$ cat src/rtl/draw_request_arbiter.sv
// Arbitrates sprite draw requesters onto the single plotter/VGA write path.
// Latency: req edge -> pending next edge -> registered one-hot grant the edge after (when IDLE).
// Backpressure: requests are buffered in pending; grant is held until plot_done or timeout abort.
// Optional feature: define ARB_ROUND_ROBIN_EN for round-robin arbitration (fixed priority otherwise).
module draw_request_arbiter #(
    parameter int NUM_REQ = 8,
    parameter int TIMEOUT = 100000,
    parameter int TO_W    = 17
) (
    input  logic               clk,
    input  logic               reset,
    input  logic [NUM_REQ-1:0] req,
    input  logic               plot_done,
    input  logic               clear_err,
    output logic [NUM_REQ-1:0] grant,
    output logic               busy,
    output logic [NUM_REQ-1:0] done,
    output logic               timeout_err
);
    localparam int IDX_W = (NUM_REQ > 1) ? $clog2(NUM_REQ) : 1;
    localparam logic [TO_W-1:0] TO_LAST = TO_W'(TIMEOUT - 1);
    localparam logic [IDX_W-1:0] LAST_IDX = IDX_W'(NUM_REQ - 1);

    typedef enum logic [1:0] {
        IDLE  = 2'd0,
        GRANT = 2'd1,
        FLUSH = 2'd2
    } state_t;

    state_t             state, state_nxt;
    logic [NUM_REQ-1:0] pending, pending_nxt;
    logic [NUM_REQ-1:0] grant_nxt, done_nxt;
    logic [NUM_REQ-1:0] win_mask;
    logic [IDX_W-1:0]   winner, winner_nxt;
    logic [IDX_W-1:0]   sel_idx;
    logic               sel_found;
    logic [TO_W-1:0]    counter, counter_nxt;
    logic               err_nxt;
`ifdef ARB_ROUND_ROBIN_EN
    logic [IDX_W-1:0]   rr_ptr, rr_ptr_nxt, winner_inc;
    int                 cand;
`endif

    // One-hot mask of the requester currently being served.
    assign win_mask = NUM_REQ'(1) << winner;
    assign busy     = (state != IDLE) || (|pending);

`ifdef ARB_ROUND_ROBIN_EN
    assign winner_inc = (winner == LAST_IDX) ? '0 : winner + IDX_W'(1);

    // Round-robin pick: first pending index at or after rr_ptr, wrapping to 0.
    always_comb begin
        sel_found = 1'b0;
        sel_idx   = '0;
        cand      = 0;
        for (int k = 0; k < NUM_REQ; k++) begin
            cand = int'(rr_ptr) + k;
            if (cand >= NUM_REQ) begin
                cand = cand - NUM_REQ;
            end
            if (!sel_found && pending[cand[IDX_W-1:0]]) begin
                sel_found = 1'b1;
                sel_idx   = cand[IDX_W-1:0];
            end
        end
    end
`else
    // Fixed-priority pick: lowest pending index wins (background first).
    always_comb begin
        sel_found = 1'b0;
        sel_idx   = '0;
        for (int k = NUM_REQ - 1; k >= 0; k--) begin
            if (pending[k]) begin
                sel_found = 1'b1;
                sel_idx   = IDX_W'(k);
            end
        end
    end
`endif

    // Next-state and output logic for the IDLE -> GRANT -> FLUSH cycle.
    always_comb begin
        state_nxt   = state;
        pending_nxt = pending | req;
        grant_nxt   = grant;
        done_nxt    = '0;
        winner_nxt  = winner;
        counter_nxt = counter;
        err_nxt     = timeout_err & ~clear_err;
`ifdef ARB_ROUND_ROBIN_EN
        rr_ptr_nxt  = rr_ptr;
`endif
        case (state)
            IDLE: begin
                if (sel_found) begin
                    winner_nxt  = sel_idx;
                    grant_nxt   = NUM_REQ'(1) << sel_idx;
                    counter_nxt = '0;
                    state_nxt   = GRANT;
                end
            end
            GRANT: begin
                counter_nxt = counter + TO_W'(1);
                // Completion beats timeout when both land on the same cycle.
                if (plot_done) begin
                    done_nxt    = win_mask;
                    grant_nxt   = '0;
                    pending_nxt = (pending & ~win_mask) | req;
                    state_nxt   = FLUSH;
`ifdef ARB_ROUND_ROBIN_EN
                    rr_ptr_nxt  = winner_inc;
`endif
                end else if (counter == TO_LAST) begin
                    err_nxt     = 1'b1;
                    grant_nxt   = '0;
                    pending_nxt = (pending & ~win_mask) | req;
                    state_nxt   = FLUSH;
`ifdef ARB_ROUND_ROBIN_EN
                    rr_ptr_nxt  = winner_inc;
`endif
                end
            end
            FLUSH: begin
                // One dead cycle so the datapath's delayed plot/x/y can drain.
                grant_nxt = '0;
                state_nxt = IDLE;
            end
            default: begin
                grant_nxt = '0;
                state_nxt = IDLE;
            end
        endcase
    end

    // State and output registers with synchronous reset.
    always_ff @(posedge clk) begin
        if (reset) begin
            state       <= IDLE;
            pending     <= '0;
            grant       <= '0;
            done        <= '0;
            winner      <= '0;
            counter     <= '0;
            timeout_err <= 1'b0;
        end else begin
            state       <= state_nxt;
            pending     <= pending_nxt;
            grant       <= grant_nxt;
            done        <= done_nxt;
            winner      <= winner_nxt;
            counter     <= counter_nxt;
            timeout_err <= err_nxt;
        end
    end

`ifdef ARB_ROUND_ROBIN_EN
    // Round-robin pointer register.
    always_ff @(posedge clk) begin
        if (reset) begin
            rr_ptr <= '0;
        end else begin
            rr_ptr <= rr_ptr_nxt;
        end
    end
`endif

endmodule

$ cat config.mk
export PLATFORM = sky130hd
export DESIGN_NAME = draw_request_arbiter
export DESIGN_NICKNAME = d
export VERILOG_FILES = /design/src/rtl/draw_request_arbiter.sv
export SDC_FILE = /design/constraint.sdc
export NUM_CORES = 1
export LEC_CHECK = 0
export CORE_ASPECT_RATIO = 1.4
export CORE_MARGIN = 2
export CORE_UTILIZATION = 51
export CTS_BUF_LIST = sky130_fd_sc_hd__clkbuf_4
export CTS_CLUSTER_SIZE = 30
export DETAILED_ROUTE_END_ITERATION = 12
export PLACE_DENSITY = 0.89
export SLEW_MARGIN = 20
export SYNTH_ARGS = -nofsm -noshare
export SYNTH_HDL_FRONTEND = slang
export SYNTH_SLANG_ARGS = --single-unit
$ cat constraint.sdc
create_clock -name clk -period 1.7 [get_ports clk]
set_input_delay 0.34 -clock clk [delete_from_list [all_inputs] [get_ports clk]]
set_output_delay 0.34 -clock clk [all_outputs]
set_load 0.02 [all_outputs]
**Word level (Yosys, flattened, before mapping)**

Index checks and enable logic that the tools add are counted.

- Equal/unequal tests: 4
- Add/subtract/negate cells: 1
- Mux-type cells: 32
- Bitwise gates (word level): 8
- Shift-type cells: 2
- Reduce and logical (&&, ||, !) cells: 9

Operators by type and width:

| operator | count |
|---|---|
| $mux W8 | 6 |
| $pmux W17 S2 | 1 |
| $mux W3 | 8 |
| $add A17 B1 Y17 const B | 1 |
| $eq A17 B17 Y1 const B | 1 |
| $mux W17 | 1 |
| $or A8 B8 Y8 | 2 |
| $pmux W8 S2 | 1 |
| $shl A1 B3 Y8 const A | 2 |
| $mux W1 | 11 |
| $and A8 B8 Y8 | 1 |
| $not A8 Y8 | 1 |
| $reduce_or A8 Y1 | 1 |
| $mux W2 | 3 |
| $reduce_and A2 Y1 | 3 |
| $pmux W2 S2 | 1 |
| $reduce_bool A2 Y1 | 2 |
| $ne A3 B3 Y1 const B | 1 |
| $not A1 Y1 | 3 |
| $reduce_or A3 Y1 | 1 |
| $eq A2 B1 Y1 const B | 1 |
| $logic_not A2 Y1 | 1 |
| $ne A2 B2 Y1 const B | 1 |
| $and A1 B1 Y1 | 1 |
| $logic_or A1 B1 Y1 | 1 |

- Logic and storage cells: 63
- Output and inout bits: 18
- Register bits after elaboration: 47
- Bits of input ports: 12

**Longest topological paths before layout**

Gate-level depths: netlist of the first run.

- Word-level depth: 11
- Gate-level depth with buffers: 7
- Mapped depth without buffers: 5

**Least setup slack after synthesis of the first run**

Ideal clock, no wire load.

- Path type: register to register
- From: register pending[3]
- To: register counter[7]
- Path buffers: 1
- Setup slack: 0.027 ns
- Cell stages (with the launch flop): 6
- Data arrival time: 1.552 ns
- Data required time: 1.579 ns
- Period minus slack after synthesis: 1.673 ns
- Library setup time: 0.121 ns
- Cell sequence: dfxtp_1 -> or4_1 -> buf_6 -> o31a_4 -> a41oi_1 -> a21oi_1

- Longest elaborated chain between the ends: 6

RTL lines:

| what | line | text |
|---|---|---|
| start: declaration | 31 | `logic [NUM_REQ-1:0] pending, pending_nxt;` |
| start signal: assignment | 147 | `pending <= pending_nxt;` |
| $mux W1 (4 in series) | 73 | `if (pending[k]) begin` |
| $ne A2 B2 Y1 (no line) | -- |  |
| $reduce_and A2 Y1 (no line) | -- |  |
| end signal: assignment | 151 | `counter <= counter_nxt;` |
| end: declaration | 37 | `logic [TO_W-1:0] counter, counter_nxt;` |

No other way between the ends.
A chain may end at the register's enable or synchronous reset.

**Worst setup path in the final report of the first run**

- From: register pending[4]
- To: register winner[0]

- Longest elaborated chain between the ends: 6
- Elaborated cells on any way between the ends: 11
- Classes of those cells: 10 x mux; 1 x reduce/logical

RTL lines:

| what | line | text |
|---|---|---|
| $mux W1 (5 in series) | 73 |  |
| $reduce_and A2 Y1 (no line) | -- |  |
| end signal: assignment | 150 | `winner <= winner_nxt;` |
| end: declaration | 34 | `logic [IDX_W-1:0] winner, winner_nxt;` |

Several ways; a longest one is shown, not always the timed one.

==> impl_results.md, run 1 <==
* Run status: complete, but fails checks
* Failing checks: setup timing
* Fraction of power consumed by sequential logic at 0.543
* Max Fclk at 553.4 MHz
* Number of global-route vias before repair at 2230
* Cell area after placement at 0.002704 sq mm
* Max-cap violations at 0
* Clock-pin slew of the registers on the worst-case setup and hold paths at 0.15 ns
* Router iterations before antenna repair at 5
* Register bit total from synthesis at 47
* Hold Violations, Final at 0
* Detailed-placement wirelength estimate at 4.254 mm
* Most area-consuming cells after synthesis: sky130_fd_sc_hd__dfxtp_1 (43%), sky130_fd_sc_hd__nor2_1 (4.9%), sky130_fd_sc_hd__nand2_1 (4.3%), sky130_fd_sc_hd__a21oi_1 (3.5%), sky130_fd_sc_hd__nand3_1 (3.0%)
* Library cell occupying the most area in the post-synthesis netlist: sky130_fd_sc_hd__dfxtp_1
* Post-route clock skew at 0.02370 ns
* Element type at the critical path start: flip-flop
* Count of final setup violators at 14
* Initial antenna violation count at 0
* Critical path data arrival time at between 2 and 2.5 ns
* Latest clock arrival within the worst-skew pair at roughly 0.38 ns
* Netlist area before placement at ~0.0022 sq mm
* Summed area of non-filler cells in the final layout at about 0.0030 sq mm
* Crit path capture: winner[0]
* Vias per Instance at ~6.4
* Min Tclk post-route at roughly 1.8 ns
* Power density over cell area at 734.2 mW/mm^2
* Number of buffers added on ports at 29
* Synthesized area divided by synthesized cell count at 8.556 sq um
* Depth of the CTS H-tree at 2
* Clock share of power at 0.246
* Initial drt markers at 200
* Crit Reg-Reg Startpoint: pending[4]
* Die footprint at 0.004789 sq mm
* Total negative slack for setup checks at -0.4128 ns
* Remaining routing DRC violations at 0
* Crit path max-delay cell type: sky130_fd_sc_hd__dfxtp_1
* Wire length reported by the detailed router at 6.743 mm
* I/O pin cnt at 30
* Combinational fraction of design power at 0.212
* Global Route Usage Sum at 0.2789
* Critical path's top delay family: compound AO/OA/AOI/OAI gates
* Ant diodes at 0
* Kind of critical path: reg -> reg
* Share of cells above drive strength 1 at 0.2516
* Antenna Nets Post-Route at 0
* Post-Synthesis Net Count at ~270
* Wire length of the first global-routing pass at 9.984 mm
* Std-Cell Core Area at 0.004169 sq mm
* Kind of end point of the critical path: flip-flop
* Required time of the worst setup path at 2.02 ns
* Proportion of register bits with asynchronous set or reset after synthesis at 0
* Crit path largest cell delay at 0.45 ns
* Height of the die at 81.09 um
* Std-Cell Rows at 28
* Worst setup path startpoint: pending[4]
* Sequential cell area at about 950 sq um
* Number of inserted filler cells in the final layout at 268
* Final slew viol count at 0
* Cell internal power dissipation at around 0.0015 W
* Routed WL per cell at about 19 um
* Max clock buf depth at 2
* Post-Synthesis Cells at around 250
* Cell repeated most along the worst path: sky130_fd_sc_hd__buf_4
* Most instantiated flip-flop cell in the synthesis netlist: sky130_fd_sc_hd__dfxtp_1
* Setup slack after layout at -0.1070 ns
* Highest ir drop seen on vdd at 0.0003839 V
* Worst slew margin relative to its limit at 0.5864
* Switching portion of total power at 0.3125
* Final Wtd Congestion at 0.8860
* Synth Warn # at 0
* Cells on worst reg2reg path at 7
* Standby leakage power at between 1 and 1.5 nW
* Clock sinks at 47
* Area growth from synthesis to final layout at 37.51%
* Worst Path Max Fanout at 4
* Initial core utilization at 0.5192
* Largest net degree at the start of global routing at 16
* Net switching power at 0.0006829 W
* Multi-input combinational cell area at 0.001254 sq mm
* Cell Chain, Critical Path: nor4_4 -> buf_4 -> buf_4 -> buf_4 -> a21boi_1 -> o211ai_1 -> a21oi_2
* GRT Residual Overflow at 0
* Reg-to-reg critical path endpoint: winner[0]
* Fin nets at 330
* Area share of the largest cell type after synthesis at 0.4347
* Register-to-register setup slack at -0.11 ns
* Tightest Pin Transition at 0.6152 ns
* Unrepaired setup endpoints after global routing: true
* Class of the most critical hold timing path: reg -> reg
* Die width at 59.06 um
* CP Buf/Inv Count at 3
* Via count of the routed design at 2326
* Clock root cell: sky130_fd_sc_hd__clkbuf_4
* Number of enable-type register cells in the synthesized netlist at 0
* Depth of the critical timing path with buffers and inverters included at 7
* Worst Hold Margin at between 0.4 and 0.5 ns
* Number of buffers created by CTS at 5
* Proportion of synthesized chip area in sequential cells at 0.4347
* CTS tree: yes
* Count of unique library cells instantiated by Yosys at 51
* Share of the clock period used by the worst path at 1.063
## worst reg2reg max path, cell delays in order, from the launching register on
cell and delay, ns:
sky130_fd_sc_hd__dfxtp_1 0.45, sky130_fd_sc_hd__nor4_4 0.07, sky130_fd_sc_hd__buf_4 0.14, sky130_fd_sc_hd__buf_4 0.13
sky130_fd_sc_hd__buf_4 0.14, sky130_fd_sc_hd__a21boi_1 0.36, sky130_fd_sc_hd__o211ai_1 0.27, sky130_fd_sc_hd__a21oi_2 0.19
## placed cells by master (no fill, tap or decap), drive strengths merged, types with 3 or more instances in the layout
cell type / Yosys / final
nor3: 7 / 7
nand3b: 3 / 3
a311oi: 3 / 3
or3: 5 / 5
nand2: 25 / 25
clkbuf: 4 / 5
or4: 4 / 4
o32ai: 3 / 3
a211oi: 8 / 8
clkdlybuf4s50: 0 / 18
dfxtp: 47 / 47
inv: 9 / 9
clkinv: 1 / 3
nor4b: 4 / 4
nand4: 5 / 5
o21ai: 14 / 14
dlymetal6s2s: 0 / 8
and3: 3 / 3
nand3: 13 / 13
nor2: 28 / 28
and4: 3 / 3
a21oi: 15 / 15
buf: 7 / 41
nand2b: 7 / 7
nor4: 5 / 5
## state kept, by name, indices dropped and copies added, names as in the netlist
name         count
counter         17
done             8
grant            8
pending          8
state            2
timeout_err      1
winner           3
## layout make-up
cell class	count	area share
well taps	45	0.01892
flip-flops and latches	47	0.3195
inverters	10	0.01261
repair buffers	69	0.2085
clock buffers	5	0.01261
clock inverters	3	0.006726
multi-input cells	184	0.4212
## synth_stat cells (all sizes together), types with 3 or more instances
master	number
buf	7
nand2	25
nor4	5
nor2	28
nand3b	3
or3	5
or4	4
a211oi	8
a21oi	15
nor3	7
clkbuf	4
a311oi	3
o32ai	3
dfxtp	47
nor4b	4
and3	3
inv	9
o21ai	14
nand4	5
nand3	13
nand2b	7
and4	3
## metal layers
| layer | up-vias | part of all wire | GRT usage | wire length [um] |
|---|---|---|---|---|
| met5 | - | 0 | 0 | 0 |
| met4 | 0 | 0.046 | 0.1795 | 308 |
| met3 | 40 | 0.053 | 0.06051 | 359 |
| met2 | 113 | 0.54 | 0.5011 | 3653 |
| met1 | 1105 | 0.36 | 0.2833 | 2421 |
| li1 | 1068 | - | - | - |
## power by group through the flow
stage | Clock, W | Combinational [W] | Sequential (W)
floorplan | 0 | 0.000205 | 0.00121
global placement | 0 | 0.000380 | 0.00120
detailed placement | 0 | 0.000389 | 0.00120
CTS | 0.000541 | 0.000429 | 0.00118
global route | 0.000593 | 0.000490 | 0.00119
finish | 0.000537 | 0.000463 | 0.00119
## cells by family after synthesis
family	count (synthesis)	share of synthesized area
flops	47	0.4347
compound gates	62	0.2087
fa+ha+maj	1	0.005779
simple gates	120	0.2931
buf+inv	22	0.05317
mux	1	0.004624
## worst min path at each step
stage,from,endpoint,slack (ns),cells after the start
finish,grant[0],grant[0],0.48,2
floorplan,counter[16],counter[16],0.46,2
global placement,grant[7],grant[7],0.44,2
CTS,grant[3],grant[3],0.47,2
detailed placement,grant[3],grant[3],0.45,2
global route,grant[1],grant[1],0.50,2
## metrics by stage
step                      total power (W)  setup WS (ns)  std cells  utilization
after detailed placement         0.001590        -0.1496        351       0.6486
final                            0.002185        -0.1070        363       0.7140
after CTS                        0.002150       -0.08153        363       0.6933
after global placement           0.001580        -0.1051        351       0.6486
after global routing             0.002272        -0.1130        363       0.7140
after floorplan                  0.001413        0.02731        253            -
## repair_timing
action / in CTS / in global routing
pin swaps: 8 / 9
setup endpoints to repair: 13 / 44
hold buffers: 0 / 0
gates resized for setup: 28 / 29
setup buffers: 4 / 1
Note: power is estimated with default switching activity, not from simulation.
==> run 2: changes to the inputs <==
CTS_CLUSTER_SIZE = 16   (was 30)
==> results of run 2 <==
Same layout as run 1: the final DEF is identical, and so are final timing and power.
